==> src/rtl/imem_loader_pkg.sv <==
// Shared definitions for the instruction-memory boot loader.
package imem_loader_pkg;

    // Loader session states.
    typedef enum logic [2:0] {
        S_IDLE,
        S_HDR0,
        S_HDR1,
        S_DATA,
        S_WRITE,
        S_CSUM,
        S_RUN,
        S_ERR
    } state_t;

    // Byte lanes per 32-bit word need a 2-bit counter.
    localparam int LANE_W = 2;

    // Running XOR checksum starts from zero every session.
    localparam logic [31:0] CHECKSUM_INIT = 32'h0;

    // States in which a session is in progress (busy output).
    function automatic logic is_busy(input state_t s);
        return (s == S_HDR0) || (s == S_HDR1) || (s == S_DATA) ||
               (s == S_WRITE) || (s == S_CSUM);
    endfunction

    // States in which the loader pulls bytes from the stream.
    function automatic logic is_ready(input state_t s);
        return (s == S_HDR0) || (s == S_HDR1) || (s == S_DATA) || (s == S_CSUM);
    endfunction

endpackage

==> src/rtl/imem_loader_byte_packer.sv <==
// Little-endian byte-to-word packer: bytes land in lanes 0..3 in arrival order.
// word_out/word_valid are combinational so the consumer can capture the full
// word on the same edge the 4th byte is accepted.
module byte_packer
    import imem_loader_pkg::*;
(
    input  logic        clk,
    input  logic        arst,
    input  logic        clear,
    input  logic        byte_valid,
    input  logic [7:0]  byte_in,
    output logic [31:0] word_out,
    output logic        word_valid
);

    logic [LANE_W-1:0] lane_q, lane_d;
    logic [3:0][7:0]   data_q, data_d;

    // Next lane/data: clear wins, otherwise drop the byte into the current lane.
    always_comb begin
        // NOTE: every combinational output gets a default first so no path
        // leaves it unassigned, which would infer a latch.
        lane_d = lane_q;
        data_d = data_q;
        if (clear) begin
            lane_d = '0;
            data_d = '0;
        end else if (byte_valid) begin
            data_d[lane_q] = byte_in;
            lane_d         = lane_q + LANE_W'(1);
        end
    end

    // Lane counter and byte store.
    always_ff @(posedge clk or posedge arst) begin
        // NOTE: sequential state uses non-blocking assignments so all flops
        // update together from pre-edge values.
        if (arst) begin
            lane_q <= '0;
            data_q <= '0;
        end else begin
            lane_q <= lane_d;
            data_q <= data_d;
        end
    end

    // Stored lanes with the byte being accepted overlaid in its lane.
    always_comb begin
        word_out = data_q;
        if (byte_valid) begin
            word_out[8*lane_q +: 8] = byte_in;
        end
        word_valid = byte_valid && (&lane_q);
    end

endmodule

==> src/rtl/imem_loader.sv <==
// Boot loader: receives header/count, program words and trailing XOR checksum
// over a byte stream, writes the words into imem and enables the cpu on match.
module imem_loader
    import imem_loader_pkg::*;
#(
    parameter int ADDR_W    = 64,
    parameter int MAX_WORDS = 512,
    parameter int ADDR_STEP = 4
) (
    input  logic              clk,
    input  logic              arst,
    input  logic              start,
    input  logic              s_valid,
    input  logic [7:0]        s_data,
    output logic              s_ready,
    output logic [ADDR_W-1:0] imem_addr,
    output logic              imem_wen,
    output logic              imem_ren,
    output logic [31:0]       imem_wdata,
    output logic              cpu_enable,
    output logic              busy,
    output logic              done,
    output logic              error,
    output logic [15:0]       words_loaded
);

    localparam int          ADDR_SHIFT = $clog2(ADDR_STEP);
    localparam logic [15:0] MAX_W16    = 16'(MAX_WORDS);

    state_t            state_q, state_d;
    logic [15:0]       n_q, n_d;
    logic [15:0]       words_q, words_d;
    logic [31:0]       csum_q, csum_d;
    logic [ADDR_W-1:0] addr_q, addr_d;
    logic [31:0]       wdata_q, wdata_d;
    logic              wen_q, wen_d;
    logic              en_q, en_d;
    logic              done_q, done_d;
    logic              err_q, err_d;
    logic              busy_q, busy_d;

    logic              accept;
    logic              pk_clear;
    logic [31:0]       pk_word;
    logic              pk_valid;

    assign s_ready = is_ready(state_q);
    assign accept  = s_valid && s_ready;

    byte_packer u_packer (
        .clk        (clk),
        .arst       (arst),
        .clear      (pk_clear),
        .byte_valid (accept),
        .byte_in    (s_data),
        .word_out   (pk_word),
        .word_valid (pk_valid)
    );

    // Next-state and registered-output decode.
    always_comb begin
        state_d  = state_q;
        n_d      = n_q;
        words_d  = words_q;
        csum_d   = csum_q;
        addr_d   = addr_q;
        wdata_d  = wdata_q;
        wen_d    = 1'b0;
        en_d     = en_q;
        done_d   = done_q;
        err_d    = err_q;
        pk_clear = 1'b0;

        unique case (state_q)
            S_HDR0: begin
                if (accept) state_d = S_HDR1;
            end
            S_HDR1: begin
                if (accept) begin
                    n_d      = pk_word[15:0];
                    pk_clear = 1'b1;  // data phase restarts at lane 0
                    if (pk_word[15:0] > MAX_W16) begin
                        state_d = S_ERR;
                        err_d   = 1'b1;
                    end else if (pk_word[15:0] == 16'd0) begin
                        state_d = S_CSUM;
                    end else begin
                        state_d = S_DATA;
                    end
                end
            end
            S_DATA: begin
                if (pk_valid) begin
                    state_d = S_WRITE;
                    wdata_d = pk_word;
                    addr_d  = ADDR_W'(words_q) << ADDR_SHIFT;
                    wen_d   = 1'b1;
                end
            end
            S_WRITE: begin
                words_d = words_q + 16'd1;
                csum_d  = csum_q ^ wdata_q;
                state_d = (words_q + 16'd1 == n_q) ? S_CSUM : S_DATA;
            end
            S_CSUM: begin
                if (pk_valid) begin
                    if (pk_word == csum_q) begin
                        state_d = S_RUN;
                        done_d  = 1'b1;
                        en_d    = 1'b1;
                    end else begin
                        state_d = S_ERR;
                        err_d   = 1'b1;
                    end
                end
            end
            default: ;  // IDLE, RUN, ERR wait for start
        endcase

        // A new session may only begin while no session is in progress.
        if (start && !is_busy(state_q)) begin
            state_d  = S_HDR0;
            en_d     = 1'b0;
            done_d   = 1'b0;
            err_d    = 1'b0;
            words_d  = '0;
            csum_d   = CHECKSUM_INIT;
            pk_clear = 1'b1;
        end

        busy_d = is_busy(state_d);
    end

    // State and output registers.
    always_ff @(posedge clk or posedge arst) begin
        if (arst) begin
            state_q <= S_IDLE;
            n_q     <= '0;
            words_q <= '0;
            csum_q  <= CHECKSUM_INIT;
            addr_q  <= '0;
            wdata_q <= '0;
            wen_q   <= 1'b0;
            en_q    <= 1'b0;
            done_q  <= 1'b0;
            err_q   <= 1'b0;
            busy_q  <= 1'b0;
        end else begin
            state_q <= state_d;
            n_q     <= n_d;
            words_q <= words_d;
            csum_q  <= csum_d;
            addr_q  <= addr_d;
            wdata_q <= wdata_d;
            wen_q   <= wen_d;
            en_q    <= en_d;
            done_q  <= done_d;
            err_q   <= err_d;
            busy_q  <= busy_d;
        end
    end

    assign imem_addr    = addr_q;
    assign imem_wen     = wen_q;
    assign imem_ren     = 1'b0;
    assign imem_wdata   = wdata_q;
    assign cpu_enable   = en_q;
    assign busy         = busy_q;
    assign done         = done_q;
    assign error        = err_q;
    assign words_loaded = words_q;

endmodule

==> config.mk <==
export PLATFORM = sky130hd
export DESIGN_NAME = imem_loader
export DESIGN_NICKNAME = d
export VERILOG_FILES = /design/src/rtl/imem_loader_pkg.sv /design/src/rtl/imem_loader_byte_packer.sv /design/src/rtl/imem_loader.sv
export SDC_FILE = /design/constraint.sdc
export NUM_CORES = 1
export LEC_CHECK = 0
export ABC_AREA = 1
export ABC_CLOCK_PERIOD_IN_PS = 10940
export BUFFER_PORTS_ARGS = -buffer_cell sky130_fd_sc_hd__buf_2
export CORE_MARGIN = 10
export CORE_UTILIZATION = 40
export CTS_CLUSTER_DIAMETER = 40
export DETAILED_ROUTE_END_ITERATION = 10
export PLACE_DENSITY = 0.66
export SYNTH_ARGS = -nofsm -noshare
export SYNTH_HDL_FRONTEND = slang
export SYNTH_SLANG_ARGS = --single-unit
==> constraint.sdc <==
create_clock -name clk -period 10.94 [get_ports clk]
set_input_delay 1.094 -clock clk [delete_from_list [all_inputs] [get_ports clk]]
set_output_delay 1.094 -clock clk [all_outputs]
set_load 0.02 [all_outputs]
# Yosys cells after proc, flatten, opt, wreduce, memory -nomap -nowiden
# Index checks and enable logic that the tools add are counted.
[word_totals]
input_bits = 12
regBits = 153
elab_cells = 104
out_inout_bits = 119
[classes]
bitwise_logic = 1
eq_ne = 16
n_mux = 38
shift = 2
reduce_logical = 26
addsub = 3
n_lt_le_gt_ge = 3
[ops]
columns = ["op", "n"]
rows = [
  ["$mux W32", 5],
  ["$bwmux W32", 2],
  ["$neg A5 Y34", 1],
  ["$shift A8 B34 Y32 const A", 1],
  ["$shiftx A8 B34 Y32", 1],
  ["$eq A32 B32 Y1", 1],
  ["$mux W16", 2],
  ["$xor A32 B32 Y32", 1],
  ["$mux W3", 8],
  ["$add A16 B1 Y16 const B", 1],
  ["$demux W8 S2", 1],
  ["$eq A16 B16 Y1", 1],
  ["$gt A16 B10 Y1 const B", 1],
  ["$logic_not A16 Y1", 1],
  ["$mux W1", 15],
  ["$pmux W3 S5", 1],
  ["$eq A3 B2 Y1 const B", 4],
  ["$eq A3 B3 Y1 const B", 4],
  ["$reduce_bool A2 Y1", 5],
  ["$logic_or A1 B1 Y1", 9],
  ["$mux W8", 1],
  ["$eq A3 B1 Y1 const B", 2],
  ["$ne A3 B1 Y1 const B", 2],
  ["$ne A3 B2 Y1 const B", 2],
  ["11 further kinds", 17],
]

# Longest topological paths before layout
[logic_depth]
ltp_word = 17
mapped_depth = 23

# Cells and area by module
# A second synthesis with hierarchy kept.
[hier_totals]
cells_unflattened = 1081
area_unflattened_um2 = 8341.8
[modules_own_cells]
columns = ["module", "instances", "cells_per_inst", "area_per_inst_um2", "seq_area_each_um2"]
rows = [
  ["imem_loader", 1, 809, 6377.4, 2977.9],
  ["byte_packer", 1, 272, 1964.4, 850.8],
]

# Least setup slack after synthesis
# OpenSTA, ideal clock, no wires.
[synth_timing]
path_type = "register to register"
startpoint = "register u_packer.lane_q[0]"
endpoint = "register busy_q (netlist: busy)"
setup_slack_ns = 8.363
period_less_slack_ns = 2.577
t_required_ns = 10.823
path_buffers = 1
arrival_time_ns = 2.460
path_stages_with_launch = 21
cell_sequence = "dfrtp_1 buf_2 inv_1 ha_1 nand2_1 inv_1 nand2_1 o21ai_0 nand2_1 nand2_1 nand2_1 nor2_1 nand2_1 nor2_1 nand2_1 nand2_1 nand2_1 nand2_1 nand2_1 nand2_1 nand2_1"
[synth_between]
elab_chain_len = 15
[synth_lines]
columns = ["item", "line", "text"]
rows = [
  ["from (decl)", "imem_loader_byte_packer.sv:16", "logic [LANE_W-1:0] lane_q, lane_d;"],
  ["from (signal assigned)", "imem_loader_byte_packer.sv:42", "lane_q <= lane_d;"],
  ["branches (longest 8 deep; another with $neg A5 Y34)", "-", ""],
  ["$pmux W3 S5 *", "imem_loader.sv:74", "unique case (state_q)"],
  ["$mux W3 *", "imem_loader.sv:121", "if (start && !is_busy(state_q)) begin"],
  ["$eq A3 B1 Y1 / $eq A3 B2 Y1 (equally long branches)", "imem_loader_pkg.sv:24", "return (s == S_HDR0) || (s == S_HDR1) || (s == S_DATA) ||"],
  ["$logic_or A1 B1 Y1 (3 in series)", "imem_loader_pkg.sv:24", ""],
  ["$logic_or A1 B1 Y1 *", "imem_loader_pkg.sv:25", "(s == S_WRITE) || (s == S_CSUM);"],
  ["via busy_d", "imem_loader.sv:40", "logic busy_q, busy_d;"],
  ["to (signal assigned)", "imem_loader.sv:159", "busy_q <= busy_d;"],
  ["to (decl)", "imem_loader.sv:40", ""],
]
# Mark *: on every way through the listed nets, which the timed path passes.
# A chain may end at the register's enable or synchronous reset.

# Worst setup path in the final report
# Ends and elaborated chain as after synthesis.

==> results.cfg <==
[placement]
dpl_worst_slack_ns = 7.373
dp.cells = 1528
finalWeightedCongestion = 0.9048
dpl_cell_area_um2 = 9133
hpwl_mm = 17.24
port_buffers = 81

[setup_path]
arrival_ns = 3.75
path_max_fanout = 12
worstSetupEndpointType = register
required_ns = 11.25
critPathKind = register to register
critical_path.startpoint_type = register

[floorplanning]
dieArea_um2 = 27990
dieWidth_um = 167.3
core-area_um2 = 21150
die_h_um = 167.3
start_util_pct = 41.04
rows = 53
io_pins = 131

[global_routing]
track_usage_pct = 16.84
grt_overflow = 0
antenna_found_initial = 1
grt_max_degree = 89
grt_pass1_vias = 7510
grt_pass1_wl_mm = 39.38

[drt]
totalWireLength_mm = 24.05
dr.pass1.iters = 5
viasPerCell = 5.017
ant_nets = 0
drcViolationCount = 0
drt_iter0_markers = 711
vias = 7827
wl_per_cell_um = 15.42

[sta]
fmax_mhz = 290.8
worst_slack_ns = 7.501
hold_viol_final = 0
setup_viol_count_final = 0
fin_crit_sh_pct = 31.43
whs_ns = 0.4779
tightest_slew_ns = 1.126
setup_tns_ns = 0
finalMaxSlewViolations = 0
rsz0062_at_grt = no
fin_skew_ns = 0.009079
relSlewSlack_pct = 24.85
fin_crit_ns = 3.439

[synthesis]
netlist_instances = 1205
synth_flop_cell = dfrtp_1
synth-async-reset-ratio_pct = 100.0
synth_edf_count = 0
syn_area_um2 = 8681
synth_cell_types = 35
syn_area_per_cell_um2 = 7.204
synth_seq_cells = 153
ys_warn_count = 0
synth_seq_area_share_pct = 44.10

[flow_run]
drv_cap = 0

[layout]
final_common_cell = nand2_1
nets = 1290
antenna_cells = 0
mostFrequentLayoutCells = nand2_1 (389), dfrtp_1 (153), inv_1 (136)
drive_gt1_share_pct = 10.82
syn_to_final_growth_pct = 12.27
post-route-util_pct = 46.07
design_area_um2 = 9746
instances_no_fill = 1560

[cts]
cts_sinks = 153
cts.clk_slew.worst_paths_ns = 0.07
post_cts_buffers = 0
clk_latency_ns = 0.43
cts_hold_buf = 0
tritoncts = done
cts_buffer_depth = 2
cts.repair.resized = 0
htreeDepth = 4
numCtsBuffers = 17
cts.root.buffer_cell = clkbuf_16

[pwr]
internal_power_mw = 1.408
clkPwrFrac_pct = 24.7
power_density_nw_per_um2 = 258.0
switching_share_pct = 43.99
peakVddDrop_mv = 0.1244
p_leak_nw = 4.956
comb_power_share_pct = 41.7
p_total_mw = 2.515
netSwitchingPower_mw = 1.106
seqPwrFrac_pct = 33.6

[run_status]
outcome = finished, final reports clean

[hold_path]
hold_path.class = register to register
-- routing by layer --
layer	routed length (um)	share of wire, %	global-route usage, %
met1	11250	47	22.99
met2	10470	44	25.46
met3	1927	8.0	4.565
met4	393	1.6	5.034
met5	12	0.050	0
-- flip-flops by register name (all words and copies together), names as in the netlist, 2 cells and up --
signal,count
words_loaded,16
u_packer.lane_q,2
u_packer.data_q,32
csum_q,32
imem_addr,16
n_q,16
state_q,3
imem_wdata,32
-- Yosys cell counts (all sizes together), types with 6 or more instances --
master    n  share of area [%]
nor3      7               0.53
nand4     6               0.43
buf      60                5.1
a21oi    38                2.2
dfrtp   153                 44
o22ai    13               0.94
nor2    113                5.1
inv     139                6.0
xor2     10                1.0
ha        6               0.86
clkbuf   27                1.2
nand2   390                 17
nand3   108                6.4
a31oi     6               0.43
o21ai   108                6.4
-- worst paths after layout --
path,from,end,slack (ns),depth (start not counted)
worst min-delay path,imem_addr[4],imem_addr[4],0.48,2
max in group asynchronous,arst,csum_q[28],8.76,3
worst min register to register,imem_addr[4],imem_addr[4],0.48,2
min in group asynchronous,arst,words_loaded[6],0.79,2
worst max register to register,u_packer.lane_q[0],busy,7.50,19
worst max-delay path,u_packer.lane_q[0],busy,7.50,19
-- power groups by stage --
stage	logic, mW	clock network [mW]	registers [mW]
after floorplan	0.722	0	0.886
after global placement	1.03	0	0.847
after detailed placement	1.05	0	0.851
after CTS	1.05	0.632	0.843
after global routing	1.20	0.658	0.864
final	1.05	0.622	0.844
-- logic make-up (layout without fill, tap and decap cells) --
| family | after synthesis | after routing | synth area share [%] |
|---|---|---|---|
| compound gates | 171 | 171 | 10.54 |
| xor+xnor | 16 | 16 | 2.249 |
| fa+ha+maj | 6 | 6 | 0.8648 |
| buf+inv | 229 | 261 | 12.37 |
| flops | 153 | 153 | 44.10 |
| other cells | 1 | 49 | 0.04320 |
| simple gates | 629 | 629 | 29.84 |
-- worst max-delay path: stages, from the launching register on --
cell and delay (ns):
dfrtp_1 0.55, inv_1 0.22, ha_1 0.58, nand2_1 0.20, inv_1 0.18, nand2_1 0.06, o21ai_0 0.50, nand2_1 0.12
nand2_1 0.10, nand2_1 0.05, nor2_1 0.09, nand2_1 0.06, nor2_1 0.16, nand2_1 0.12, nand2_1 0.07, nand2_1 0.05
nand2_1 0.07, nand2_1 0.05, nand2_1 0.05, nand2_1 0.05
-- layout make-up --
type                    instances  area, um2
clock buffers                  18      429.2
clock inverters                14      183.9
fillers                      2150      11410
inverters                     142      538.0
multi-input cells             871       3971
flip-flops and latches        153       3829
well taps                     275      344.1
repair buffers                 87      450.4
Note: power is estimated with default switching activity, not from simulation.
